[src/rtl/spi_xip_pkg.sv]
// Shared definitions for the SPI XIP sequencer: spi_top register map, CTRL
// values, bus payload struct, state enums and a byte-swap helper.
package spi_xip_pkg;

  localparam int unsigned ADDR_W    = 32;
  localparam int unsigned DATA_W    = 32;
  localparam int unsigned SEL_W     = 4;
  localparam int unsigned REG_ADR_W = 5;
  localparam int unsigned FADDR_W   = 22;

  // spi_top register offsets
  localparam logic [REG_ADR_W-1:0] REG_RX0     = 5'h00;
  localparam logic [REG_ADR_W-1:0] REG_TX0     = 5'h00;
  localparam logic [REG_ADR_W-1:0] REG_TX1     = 5'h04;
  localparam logic [REG_ADR_W-1:0] REG_CTRL    = 5'h10;
  localparam logic [REG_ADR_W-1:0] REG_DIVIDER = 5'h14;
  localparam logic [REG_ADR_W-1:0] REG_SS      = 5'h18;

  // ASS | TX_NEG | GO | CHAR_LEN 64
  localparam logic [DATA_W-1:0] CTRL_GO        = 32'h0000_2540;
  localparam int unsigned       CTRL_GO_BIT    = 8;
  localparam logic [7:0]        FLASH_CMD_READ = 8'h03;

  // One register access on the spi_top port
  typedef struct packed {
    logic [REG_ADR_W-1:0] adr;
    logic [DATA_W-1:0]    wdat;
    logic [SEL_W-1:0]     sel;
    logic                 we;
  } spi_req_t;

  typedef enum logic {
    B_IDLE,
    B_BUSY
  } bus_state_e;

  typedef enum logic [3:0] {
    S_IDLE,
    S_PASS,
    S_X_DIV,
    S_X_TX1,
    S_X_TX0,
    S_X_SS,
    S_X_GO,
    S_X_POLL,
    S_X_RX,
    S_X_SSCLR,
    S_RESP
  } xip_state_e;

  // Flash bytes arrive MSB-first in RX0; APB wants the first byte in the low lane
  function automatic logic [DATA_W-1:0] byte_swap(input logic [DATA_W-1:0] w);
    return {w[7:0], w[15:8], w[23:16], w[31:24]};
  endfunction

endpackage

[src/rtl/spi_xip_busport.sv]
// Single register-access engine on the spi_top wishbone-style port.
// A req in idle launches one cycle; stb/cyc are held until ack is sampled,
// then dropped for at least one cycle. done_c/rdat_c/err_c are valid in the
// cycle ack is sampled.
// Ports: clock, reset (async active-low), req, req_pl (payload),
//        done_c, rdat_c, err_c, spi_adr/wdat/sel/we/stb/cyc, spi_rdat/ack/err.
module spi_xip_busport
  import spi_xip_pkg::*;
(
  input  logic                 clock,
  input  logic                 reset,
  input  logic                 req,
  input  spi_req_t             req_pl,
  output logic                 done_c,
  output logic [DATA_W-1:0]    rdat_c,
  output logic                 err_c,
  output logic [REG_ADR_W-1:0] spi_adr,
  output logic [DATA_W-1:0]    spi_wdat,
  output logic [SEL_W-1:0]     spi_sel,
  output logic                 spi_we,
  output logic                 spi_stb,
  output logic                 spi_cyc,
  input  logic [DATA_W-1:0]    spi_rdat,
  input  logic                 spi_ack,
  input  logic                 spi_err
);

  bus_state_e state_q, state_d;
  spi_req_t   pl_q, pl_d;
  logic       stb_q, stb_d;

  // State and output registers
  always_ff @(posedge clock or negedge reset) begin
    if (!reset) begin
      state_q <= B_IDLE;
      pl_q    <= '0;
      stb_q   <= 1'b0;
    end else begin
      state_q <= state_d;
      pl_q    <= pl_d;
      stb_q   <= stb_d;
    end
  end

  // Next state: launch on req, release everything on ack
  always_comb begin
    state_d = state_q;
    pl_d    = pl_q;
    stb_d   = stb_q;
    done_c  = 1'b0;
    case (state_q)
      B_IDLE: begin
        if (req) begin
          state_d = B_BUSY;
          pl_d    = req_pl;
          stb_d   = 1'b1;
        end
      end
      B_BUSY: begin
        if (spi_ack) begin
          done_c  = 1'b1;
          state_d = B_IDLE;
          pl_d    = '0;
          stb_d   = 1'b0;
        end
      end
      default: state_d = B_IDLE;
    endcase
  end

  assign spi_adr  = pl_q.adr;
  assign spi_wdat = pl_q.wdat;
  assign spi_sel  = pl_q.sel;
  assign spi_we   = pl_q.we;
  assign spi_stb  = stb_q;
  assign spi_cyc  = stb_q;
  assign rdat_c   = spi_rdat;
  assign err_c    = spi_err;

endmodule

[src/rtl/spi_xip_ctrl.sv]
// APB-slot sequencer in front of spi_top. SPI register window accesses are
// forwarded as one bus cycle; flash window reads run the full spi_top
// register sequence (read cmd 0x03 + 24-bit address, 32 data bits) and
// return the byte-swapped word. Flash writes and unmapped addresses get an
// immediate error response.
// Optional feature macro: SPI_XIP_CACHE_EN adds a one-entry read cache.
// Ports: clock, reset (async active-low), APB slave (in_paddr, in_psel,
//        in_penable, in_pwrite, in_pwdata, in_pstrb, in_pready, in_prdata,
//        in_pslverr), spi_top master (spi_adr, spi_wdat, spi_sel, spi_we,
//        spi_stb, spi_cyc, spi_rdat, spi_ack, spi_err).
module spi_xip_ctrl
  import spi_xip_pkg::*;
#(
  parameter logic [ADDR_W-1:0] FLASH_BASE  = 32'h3000_0000,
  parameter logic [ADDR_W-1:0] FLASH_LAST  = 32'h3fff_ffff,
  parameter logic [ADDR_W-1:0] SPI_BASE    = 32'h1000_1000,
  parameter logic [ADDR_W-1:0] SPI_LAST    = 32'h1000_1fff,
  parameter logic [DATA_W-1:0] XIP_DIVIDER = 32'd1,
  parameter logic [7:0]        XIP_SS_MASK = 8'h01
) (
  input  logic                 clock,
  input  logic                 reset,
  input  logic [ADDR_W-1:0]    in_paddr,
  input  logic                 in_psel,
  input  logic                 in_penable,
  input  logic                 in_pwrite,
  input  logic [DATA_W-1:0]    in_pwdata,
  input  logic [SEL_W-1:0]     in_pstrb,
  output logic                 in_pready,
  output logic [DATA_W-1:0]    in_prdata,
  output logic                 in_pslverr,
  output logic [REG_ADR_W-1:0] spi_adr,
  output logic [DATA_W-1:0]    spi_wdat,
  output logic [SEL_W-1:0]     spi_sel,
  output logic                 spi_we,
  output logic                 spi_stb,
  output logic                 spi_cyc,
  input  logic [DATA_W-1:0]    spi_rdat,
  input  logic                 spi_ack,
  input  logic                 spi_err
);

  xip_state_e        state_q, state_d, step_next;
  logic [23:0]       addr_q, addr_d;
  logic [DATA_W-1:0] wdat_q, wdat_d, rx_q, rx_d, prdata_q, prdata_d;
  logic [SEL_W-1:0]  sel_q, sel_d;
  logic              we_q, we_d, xerr_q, xerr_d;
  logic              pready_q, pready_d, pslverr_q, pslverr_d;
  logic              xip_step;

  logic              bus_req_c, bus_done_c, bus_err_c;
  spi_req_t          bus_pl_c;
  logic [DATA_W-1:0] bus_rdat_c;

  logic              setup_c, spi_win_c, flash_win_c;
  logic              cache_hit_c;
  logic [DATA_W-1:0] cache_data_c;

  assign setup_c     = in_psel && !in_penable;
  assign spi_win_c   = (in_paddr >= SPI_BASE) && (in_paddr <= SPI_LAST);
  assign flash_win_c = (in_paddr >= FLASH_BASE) && (in_paddr <= FLASH_LAST);

`ifdef SPI_XIP_CACHE_EN
  logic               c_valid_q;
  logic [FADDR_W-1:0] c_tag_q;
  logic [DATA_W-1:0]  c_data_q;

  // Fill on a clean XIP completion; drop on any forwarded write
  always_ff @(posedge clock or negedge reset) begin
    if (!reset) begin
      c_valid_q <= 1'b0;
      c_tag_q   <= '0;
      c_data_q  <= '0;
    end else if (state_q == S_X_SSCLR && bus_done_c && !xerr_q && !bus_err_c) begin
      c_valid_q <= 1'b1;
      c_tag_q   <= addr_q[23:2];
      c_data_q  <= byte_swap(rx_q);
    end else if (state_q == S_IDLE && setup_c && spi_win_c && in_pwrite) begin
      c_valid_q <= 1'b0;
    end
  end

  assign cache_hit_c  = c_valid_q && (c_tag_q == in_paddr[23:2]);
  assign cache_data_c = c_data_q;
`else
  assign cache_hit_c  = 1'b0;
  assign cache_data_c = '0;
`endif

  spi_xip_busport u_busport (
    .clock    (clock),
    .reset    (reset),
    .req      (bus_req_c),
    .req_pl   (bus_pl_c),
    .done_c   (bus_done_c),
    .rdat_c   (bus_rdat_c),
    .err_c    (bus_err_c),
    .spi_adr  (spi_adr),
    .spi_wdat (spi_wdat),
    .spi_sel  (spi_sel),
    .spi_we   (spi_we),
    .spi_stb  (spi_stb),
    .spi_cyc  (spi_cyc),
    .spi_rdat (spi_rdat),
    .spi_ack  (spi_ack),
    .spi_err  (spi_err)
  );

  // State, latched request and APB response registers
  always_ff @(posedge clock or negedge reset) begin
    if (!reset) begin
      state_q   <= S_IDLE;
      addr_q    <= '0;
      wdat_q    <= '0;
      sel_q     <= '0;
      we_q      <= 1'b0;
      rx_q      <= '0;
      xerr_q    <= 1'b0;
      pready_q  <= 1'b0;
      prdata_q  <= '0;
      pslverr_q <= 1'b0;
    end else begin
      state_q   <= state_d;
      addr_q    <= addr_d;
      wdat_q    <= wdat_d;
      sel_q     <= sel_d;
      we_q      <= we_d;
      rx_q      <= rx_d;
      xerr_q    <= xerr_d;
      pready_q  <= pready_d;
      prdata_q  <= prdata_d;
      pslverr_q <= pslverr_d;
    end
  end

  // Decode, PASS forwarding and the XIP step table
  always_comb begin
    state_d   = state_q;
    addr_d    = addr_q;
    wdat_d    = wdat_q;
    sel_d     = sel_q;
    we_d      = we_q;
    rx_d      = rx_q;
    xerr_d    = xerr_q;
    pready_d  = 1'b0;
    prdata_d  = '0;
    pslverr_d = 1'b0;
    bus_req_c = 1'b0;
    bus_pl_c  = '{adr: '0, wdat: '0, sel: 4'hf, we: 1'b0};
    step_next = S_IDLE;
    xip_step  = 1'b0;

    case (state_q)
      S_IDLE: begin
        if (setup_c) begin
          addr_d = in_paddr[23:0];
          wdat_d = in_pwdata;
          sel_d  = in_pstrb;
          we_d   = in_pwrite;
          if (spi_win_c) begin
            state_d = S_PASS;
          end else if (flash_win_c && !in_pwrite) begin
            if (cache_hit_c) begin
              pready_d = 1'b1;
              prdata_d = cache_data_c;
              state_d  = S_RESP;
            end else begin
              xerr_d  = 1'b0;
              state_d = S_X_DIV;
            end
          end else begin
            pready_d  = 1'b1;
            pslverr_d = 1'b1;
            state_d   = S_RESP;
          end
        end
      end
      S_PASS: begin
        bus_req_c = 1'b1;
        bus_pl_c  = '{adr: addr_q[4:0], wdat: wdat_q, sel: sel_q, we: we_q};
        if (bus_done_c) begin
          pready_d  = 1'b1;
          prdata_d  = bus_rdat_c;
          pslverr_d = bus_err_c;
          state_d   = S_RESP;
        end
      end
      S_X_DIV: begin
        xip_step      = 1'b1;
        bus_pl_c.adr  = REG_DIVIDER;
        bus_pl_c.we   = 1'b1;
        bus_pl_c.wdat = XIP_DIVIDER;
        step_next     = S_X_TX1;
      end
      S_X_TX1: begin
        xip_step      = 1'b1;
        bus_pl_c.adr  = REG_TX1;
        bus_pl_c.we   = 1'b1;
        bus_pl_c.wdat = {FLASH_CMD_READ, addr_q[23:2], 2'b00};
        step_next     = S_X_TX0;
      end
      S_X_TX0: begin
        xip_step      = 1'b1;
        bus_pl_c.adr  = REG_TX0;
        bus_pl_c.we   = 1'b1;
        step_next     = S_X_SS;
      end
      S_X_SS: begin
        xip_step      = 1'b1;
        bus_pl_c.adr  = REG_SS;
        bus_pl_c.we   = 1'b1;
        bus_pl_c.wdat = 32'(XIP_SS_MASK);
        step_next     = S_X_GO;
      end
      S_X_GO: begin
        xip_step      = 1'b1;
        bus_pl_c.adr  = REG_CTRL;
        bus_pl_c.we   = 1'b1;
        bus_pl_c.wdat = CTRL_GO;
        step_next     = S_X_POLL;
      end
      S_X_POLL: begin
        xip_step     = 1'b1;
        bus_pl_c.adr = REG_CTRL;
        step_next    = bus_rdat_c[CTRL_GO_BIT] ? S_X_POLL : S_X_RX;
      end
      S_X_RX: begin
        xip_step     = 1'b1;
        bus_pl_c.adr = REG_RX0;
        step_next    = S_X_SSCLR;
        if (bus_done_c) rx_d = bus_rdat_c;
      end
      S_X_SSCLR: begin
        xip_step     = 1'b1;
        bus_pl_c.adr = REG_SS;
        bus_pl_c.we  = 1'b1;
        step_next    = S_RESP;
      end
      S_RESP:  state_d = S_IDLE;
      default: state_d = S_IDLE;
    endcase

    // Common XIP step completion: an error at any step skips ahead to SS clear
    if (xip_step) begin
      bus_req_c = 1'b1;
      if (bus_done_c) begin
        if (state_q == S_X_SSCLR) begin
          pready_d  = 1'b1;
          pslverr_d = xerr_q || bus_err_c;
          prdata_d  = (xerr_q || bus_err_c) ? '0 : byte_swap(rx_q);
          state_d   = S_RESP;
        end else if (bus_err_c) begin
          xerr_d  = 1'b1;
          state_d = S_X_SSCLR;
        end else begin
          state_d = step_next;
        end
      end
    end
  end

  assign in_pready  = pready_q;
  assign in_prdata  = prdata_q;
  assign in_pslverr = pslverr_q;

endmodule

[config.mk]
export PLATFORM = sky130hd
export DESIGN_NAME = spi_xip_ctrl
export DESIGN_NICKNAME = d
export VERILOG_FILES = /design/src/rtl/spi_xip_pkg.sv /design/src/rtl/spi_xip_busport.sv /design/src/rtl/spi_xip_ctrl.sv
export SDC_FILE = /design/constraint.sdc
export NUM_CORES = 1
export LEC_CHECK = 0
export ABC_CLOCK_PERIOD_IN_PS = 3470
export CAP_MARGIN = 10
export CORE_MARGIN = 1.5
export CORE_UTILIZATION = 43
export CTS_BUF_LIST = sky130_fd_sc_hd__clkbuf_16
export CTS_CLUSTER_SIZE = 14
export DETAILED_ROUTE_END_ITERATION = 10
export DONT_BUFFER_PORTS = 1
export HOLD_SLACK_MARGIN = 0.15
export PLACE_DENSITY = 0.63
export REMOVE_ABC_BUFFERS = 1
export SLEW_MARGIN = 10
export SYNTH_ARGS = -nofsm -noshare
export SYNTH_HDL_FRONTEND = slang
export SYNTH_SLANG_ARGS = --single-unit
[constraint.sdc]
create_clock -name clock -period 3.47 [get_ports clock]
set_input_delay 1.041 -clock clock [delete_from_list [all_inputs] [get_ports clock]]
set_output_delay 1.041 -clock clock [all_outputs]
set_load 0.02 [all_outputs]
## After elaboration in Yosys (flattened, before gate mapping)

Index checks and enable logic that the tools add are counted.

- Flip-flop bits (word level): 176
- Logic and storage cells: 104
- Input port bits: 107

- Multiplexer cells: 56
- Equal/unequal tests: 11
- Reductions and logical operators: 16
- Order comparisons: 4
- Bitwise operators: 1

Operators with widths:

| kind | count |
|---|---|
| $mux W32 | 6 |
| $pmux W32 S4 | 1 |
| $mux W42 | 2 |
| $pmux W42 S2 | 1 |
| $mux W4 | 10 |
| $ge A32 B29 Y1 const B | 1 |
| $ge A32 B30 Y1 const B | 1 |
| $le A32 B29 Y1 const B | 1 |
| $le A32 B30 Y1 const B | 1 |
| $mux W1 | 28 |
| $pmux W4 S7 | 1 |
| $pmux W5 S5 | 1 |
| $eq A4 B3 Y1 const B | 4 |
| $pmux W4 S3 | 1 |
| $pmux W1 S2 | 5 |
| $eq A4 B2 Y1 const B | 2 |
| $eq A4 B4 Y1 const B | 2 |
| $reduce_or A8 Y1 | 1 |
| $reduce_and A2 Y1 | 3 |
| $reduce_or A2 Y1 | 3 |
| $reduce_or A6 Y1 | 1 |
| $eq A4 B1 Y1 const B | 1 |
| $logic_and A1 B1 Y1 | 4 |
| $logic_not A4 Y1 | 1 |
| other kinds (4) | 6 |

## Longest topological paths before layout

- Word-level depth: 11
- Gate-level depth with buffers: 8
- Gate-level depth less buffers: 5

## Modules after synthesis

Synthesis repeated with hierarchy kept, for this count alone.

- Cells, all modules: 728
- Area, all modules: 8,185.4 um^2

Modules (own cells, without submodules):

| module | area an instance (um^2) | cells an instance | times used |
|---|---|---|---|
| spi_xip_ctrl | 5,592.9 | 544 | 1 |
| spi_xip_busport | 2,592.5 | 184 | 1 |

## Worst setup path after synthesis

Ideal clock, no wire load.

- Path kind: input port to flip-flop
- Start: input spi_ack
- End: register prdata_q[10], in the netlist in_prdata[10]
- Arrival: 2.027 ns
- Buffers on the path: 1
- Slack: 1.378 ns
- Stages: 5
- Data required time: 3.405 ns
- Cells stage by stage: nand2_2 -> or3_1 -> nor3_4 -> buf_4 -> a22o_1

- Word-level cells in the longest chain between the ends: 7

RTL lines:

| item | RTL line | source |
|---|---|---|
| start: declaration | spi_xip_ctrl.sv:39 | `input logic spi_ack,` |
| $mux W1 (*) | spi_xip_busport.sv:60 | `if (spi_ack) begin` |
| $mux W1 (*) | spi_xip_busport.sv:51 | `case (state_q)` |
| $mux W32 | spi_xip_ctrl.sv:181 | `if (bus_done_c) begin` |
| $mux W32 | - |  |
| $mux W32 | spi_xip_ctrl.sv:247 | `if (state_q == S_X_SSCLR) begin` |
| $mux W32 | spi_xip_ctrl.sv:246 | `if (bus_done_c) begin` |
| $mux W32 (*) | spi_xip_ctrl.sv:244 | `if (xip_step) begin` |
| net prdata_d[10] | spi_xip_ctrl.sv:45 | `logic [DATA_W-1:0] wdat_q, wdat_d, rx_q, rx_d, prdata_q, prdata_d;` |
| end signal: assignment | spi_xip_ctrl.sv:131 | `prdata_q <= prdata_d;` |
| end: declaration | spi_xip_ctrl.sv:45 |  |

Mark *: on every way through the listed nets, which the timed path passes. The rest lies on a longest branch.
A chain may end at the register's enable or synchronous reset.

## Final worst setup path

- Start: register state_q[1]
- End: register rx_q[20]

- Word-level cells in the longest chain between the ends: 2

RTL lines:

| item | RTL line | source |
|---|---|---|
| start: declaration | spi_xip_ctrl.sv:43 | `xip_state_e state_q, state_d, step_next;` |
| start signal: assignment | spi_xip_ctrl.sv:123 | `state_q <= state_d;` |
| $eq A4 B4 Y1 | spi_xip_ctrl.sv:153 | `case (state_q)` |
| $reduce_and A2 Y1 (no source line) | - |  |
| end signal: assignment | spi_xip_ctrl.sv:128 | `rx_q <= rx_d;` |
| end: declaration | spi_xip_ctrl.sv:45 |  |

No other way between the ends.

==> results.yml <==
place:
  gp_congestion: 0.812
  numPortBuffers: 0
  place_hpwl_um: 10900
  place_area_mm2: 0.00727
logic_synthesis:
  ys_seq_area_share_pct: 61.6
  yosys_warnings: 0
  async_flop_share_pct: 100
  synth-edff-count: 0
  synth.distinct_cells: 47
  avgSynthCellArea_um2: 10.8
  yosysTopAreaCell: "dfrtp_1"
  syn_inst: 663
  synth_area_leaders: "dfrtp_1 (62%), nand2_1 (11%), a22o_1 (5.8%), mux2_1 (4.7%), a22oi_1 (2.0%)"
  synth_top_area_share_pct: 61.6
  netlist_area_mm2: 0.00715
  synth_seq_cells: 176
  synth_flop_cell: "dfrtp_1"
floorplan:
  core_area_mm2: 0.0161
  fp.dieH_um: 132
  die_area_mm2: 0.0174
  placementRows: 46
  start_util_pct: 44.5
  die-width_um: 132
  num_io_pins: 185
cts:
  clk_pin_slew_ns: 0.07
  hold_buffers: 0
  clock_latency_ns: 0.42
  post_cts_resized: 0
  clock-sinks: 176
  cts_buffers: 17
  tritoncts: "done"
  cts_max_path_buffers: 2
  post_cts_buffers: 0
  htree_levels: 4
  clockRootBuffer: "clkbuf_16"
detailed_routing:
  drc: 0
  postRouteAntennaNets: 0
  wl_um: 16400
  routedWlPerCell_um: 18.7
  first_pass_iters: 4
  vias: 4883
  viasPerCell: 5.56
  drt_iter0_drc: 252
critical_path:
  worstPathMaxFanout: 32
  reg2reg_from: "state_q[1]"
  worstPathRequired_ns: 3.77
  r2r_cells: 4
  cp_slowest_cell: "dfrtp_1"
  slowest_delay_ns: 0.67
  critPathKind: "reg2reg"
  start_kind: "flop"
  crit_chain: "or2_4 > nor3_2 > nand2_2 > mux2_1"
  worstSetupEndpointType: "flop"
  cp-startpoint: "state_q[1]"
  crit_arrival_ns: 2.74
global_route:
  antenna_found_initial: 0
  grt_pass1_vias: 5024
  grt_overflow_total: 0
  grt_usage_pct: 20.0
  grt_max_degree: 177
  grt_pass1_wl_um: 27200
sta:
  finalWorstPathRequiredPeriod_ns: 2.44
  slew_violations: 0
  max-slew-margin-rel_pct: 37.4
  setup_viol: 0
  tightestPinTransition_ns: 0.937
  rsz0062_at_grt: "false"
  fin_skew_ns: 0.0121
  max_freq_ghz: 0.410
  hold-worst-slack_ns: 0.320
  fin_crit_sh_pct: 70.3
  hold_violations: 0
layout:
  finish.instance_area_mm2: 0.00787
  n_antenna_cell: 0
  final_cell_mix: "nand2_1 (212), dfrtp_1 (176), a22o_1 (47)"
  areaGrowthSynthToFinish_pct: 9.97
  multi_input_area_mm2: 0.00251
  layout_commonest_cell: "nand2_1"
  fin_nets: 756
  seq_area_mm2: 0.00440
  nFillCells: 1457
  layout-drive-gt1-share_pct: 8.76
hold_path:
  hp-class: "in2async"
power_and_ir_drop:
  sw_frac_of_total_pct: 35.7
  p_clk_share_pct: 28.5
  switchingPower_mw: 2.40
  pwr-share-comb_pct: 21.3
  p_seq_share_pct: 50.2
  internal-power_mw: 4.31
  leakagePower_nw: 3.71
  ir_worst_vdd_uv: 350
  power.density_mw_per_mm2: 853
run_status:
  status: "finished, final reports clean"
flow_run:
  drv_cap: 0
worst max-delay path: cells and delay by family, from the launching register on:
kind	cells	cell delay (ns)
multiplexers	1	0.51
flip-flops	1	0.67
AND/OR/NAND/NOR	3	1.12
power groups by stage:
stage / logic, mW / registers (mW) / clock network (mW)
6_report: 1.43 / 3.37 / 1.91
5_1_grt: 1.66 / 3.46 / 2.05
4_1_cts: 1.45 / 3.37 / 1.95
3_5_place_dp: 1.44 / 3.41 / 0
3_3_place_gp: 1.38 / 3.37 / 0
2_1_floorplan: 1.06 / 3.27 / 0
registers in the layout (all words and copies together), names as in the netlist, 4 cells and up:
signal and count:
state_q 4, u_busport.spi_wdat 32, wdat_q 32, rx_q 32, in_prdata 32, addr_q 24
sel_q 4, u_busport.spi_adr 5, u_busport.spi_sel 4
final cells by class:
class,count,share of cell area (%)
Clock buffer,17,5.41
Clock inverter,15,2.15
Timing Repair Buffer,10,0.954
Sequential cell,176,56.0
Tap cell,216,3.44
Inverter,3,0.143
Multi-Input combinational cell,441,31.9
cells by family after synthesis:
| family | count (synthesis) | synth area share, % |
|---|---|---|
| multiplexers | 36 | 5.60 |
| flip-flops | 176 | 61.6 |
| AND/OR/NAND/NOR | 281 | 16.7 |
| buffers and inverters | 46 | 3.53 |
| AO/OA/AOI/OAI | 124 | 12.6 |
synthesized netlist by cell type, types with 2 or more instances:
library cell  instances
a21oi_1              13
a221o_1               2
a22o_1               47
a22oi_1              19
and3b_1               2
buf_2                 4
buf_4                10
buf_6                 5
clkbuf_1             23
dfrtp_1             176
inv_1                 2
mux2_1               30
mux2_2                2
mux2i_1               4
nand2_1             212
nand2_2               2
nand2b_1              4
nand3_1               8
nand3b_1              3
nor2_1               20
nor2_2                3
nor3_1                9
nor3b_1               2
nor4_1                3
o21ai_0              15
o21ai_1              19
o41ai_1               2
or3_1                 3
worst paths after layout:
kind / slack, ns / endpoint
min reg2reg: 0.48 / wdat_q[11]
max: 1.03 / rx_q[20]
min: 0.32 / rx_q[21]
min in group clock: 0.48 / wdat_q[11]
max reg2reg: 1.03 / rx_q[20]
max in group asynchronous: 2.94 / addr_q[7]
stage by stage:
step | setup TNS (ns) | utilization [%] | std cells | power (mW) | setup WS [ns]
after global placement | 0 | 45.3 | 846 | 4.75 | 0.905
after detailed placement | 0 | 45.3 | 846 | 4.85 | 0.852
after floorplan | -24.46 | - | 620 | 4.33 | -0.547
after CTS | 0 | 49.0 | 878 | 6.78 | 1.03
after global routing | 0 | 49.0 | 878 | 7.17 | 0.877
final | 0 | 49.0 | 878 | 6.71 | 1.03
per-layer routing:
| metal | track usage [%] | wire length (um) | share of wire [%] | vias up |
|---|---|---|---|---|
| met5 | 0 | 0 | 0 | - |
| met1 | 25.1 | 6880 | 42 | 2481 |
| li1 | - | - | - | 2233 |
| met2 | 31.8 | 8020 | 49 | 161 |
| met3 | 7.77 | 1350 | 8.2 | 8 |
| met4 | 6.73 | 142 | 0.87 | 0 |
No activity file was read; power rests on OpenSTA's default activity.
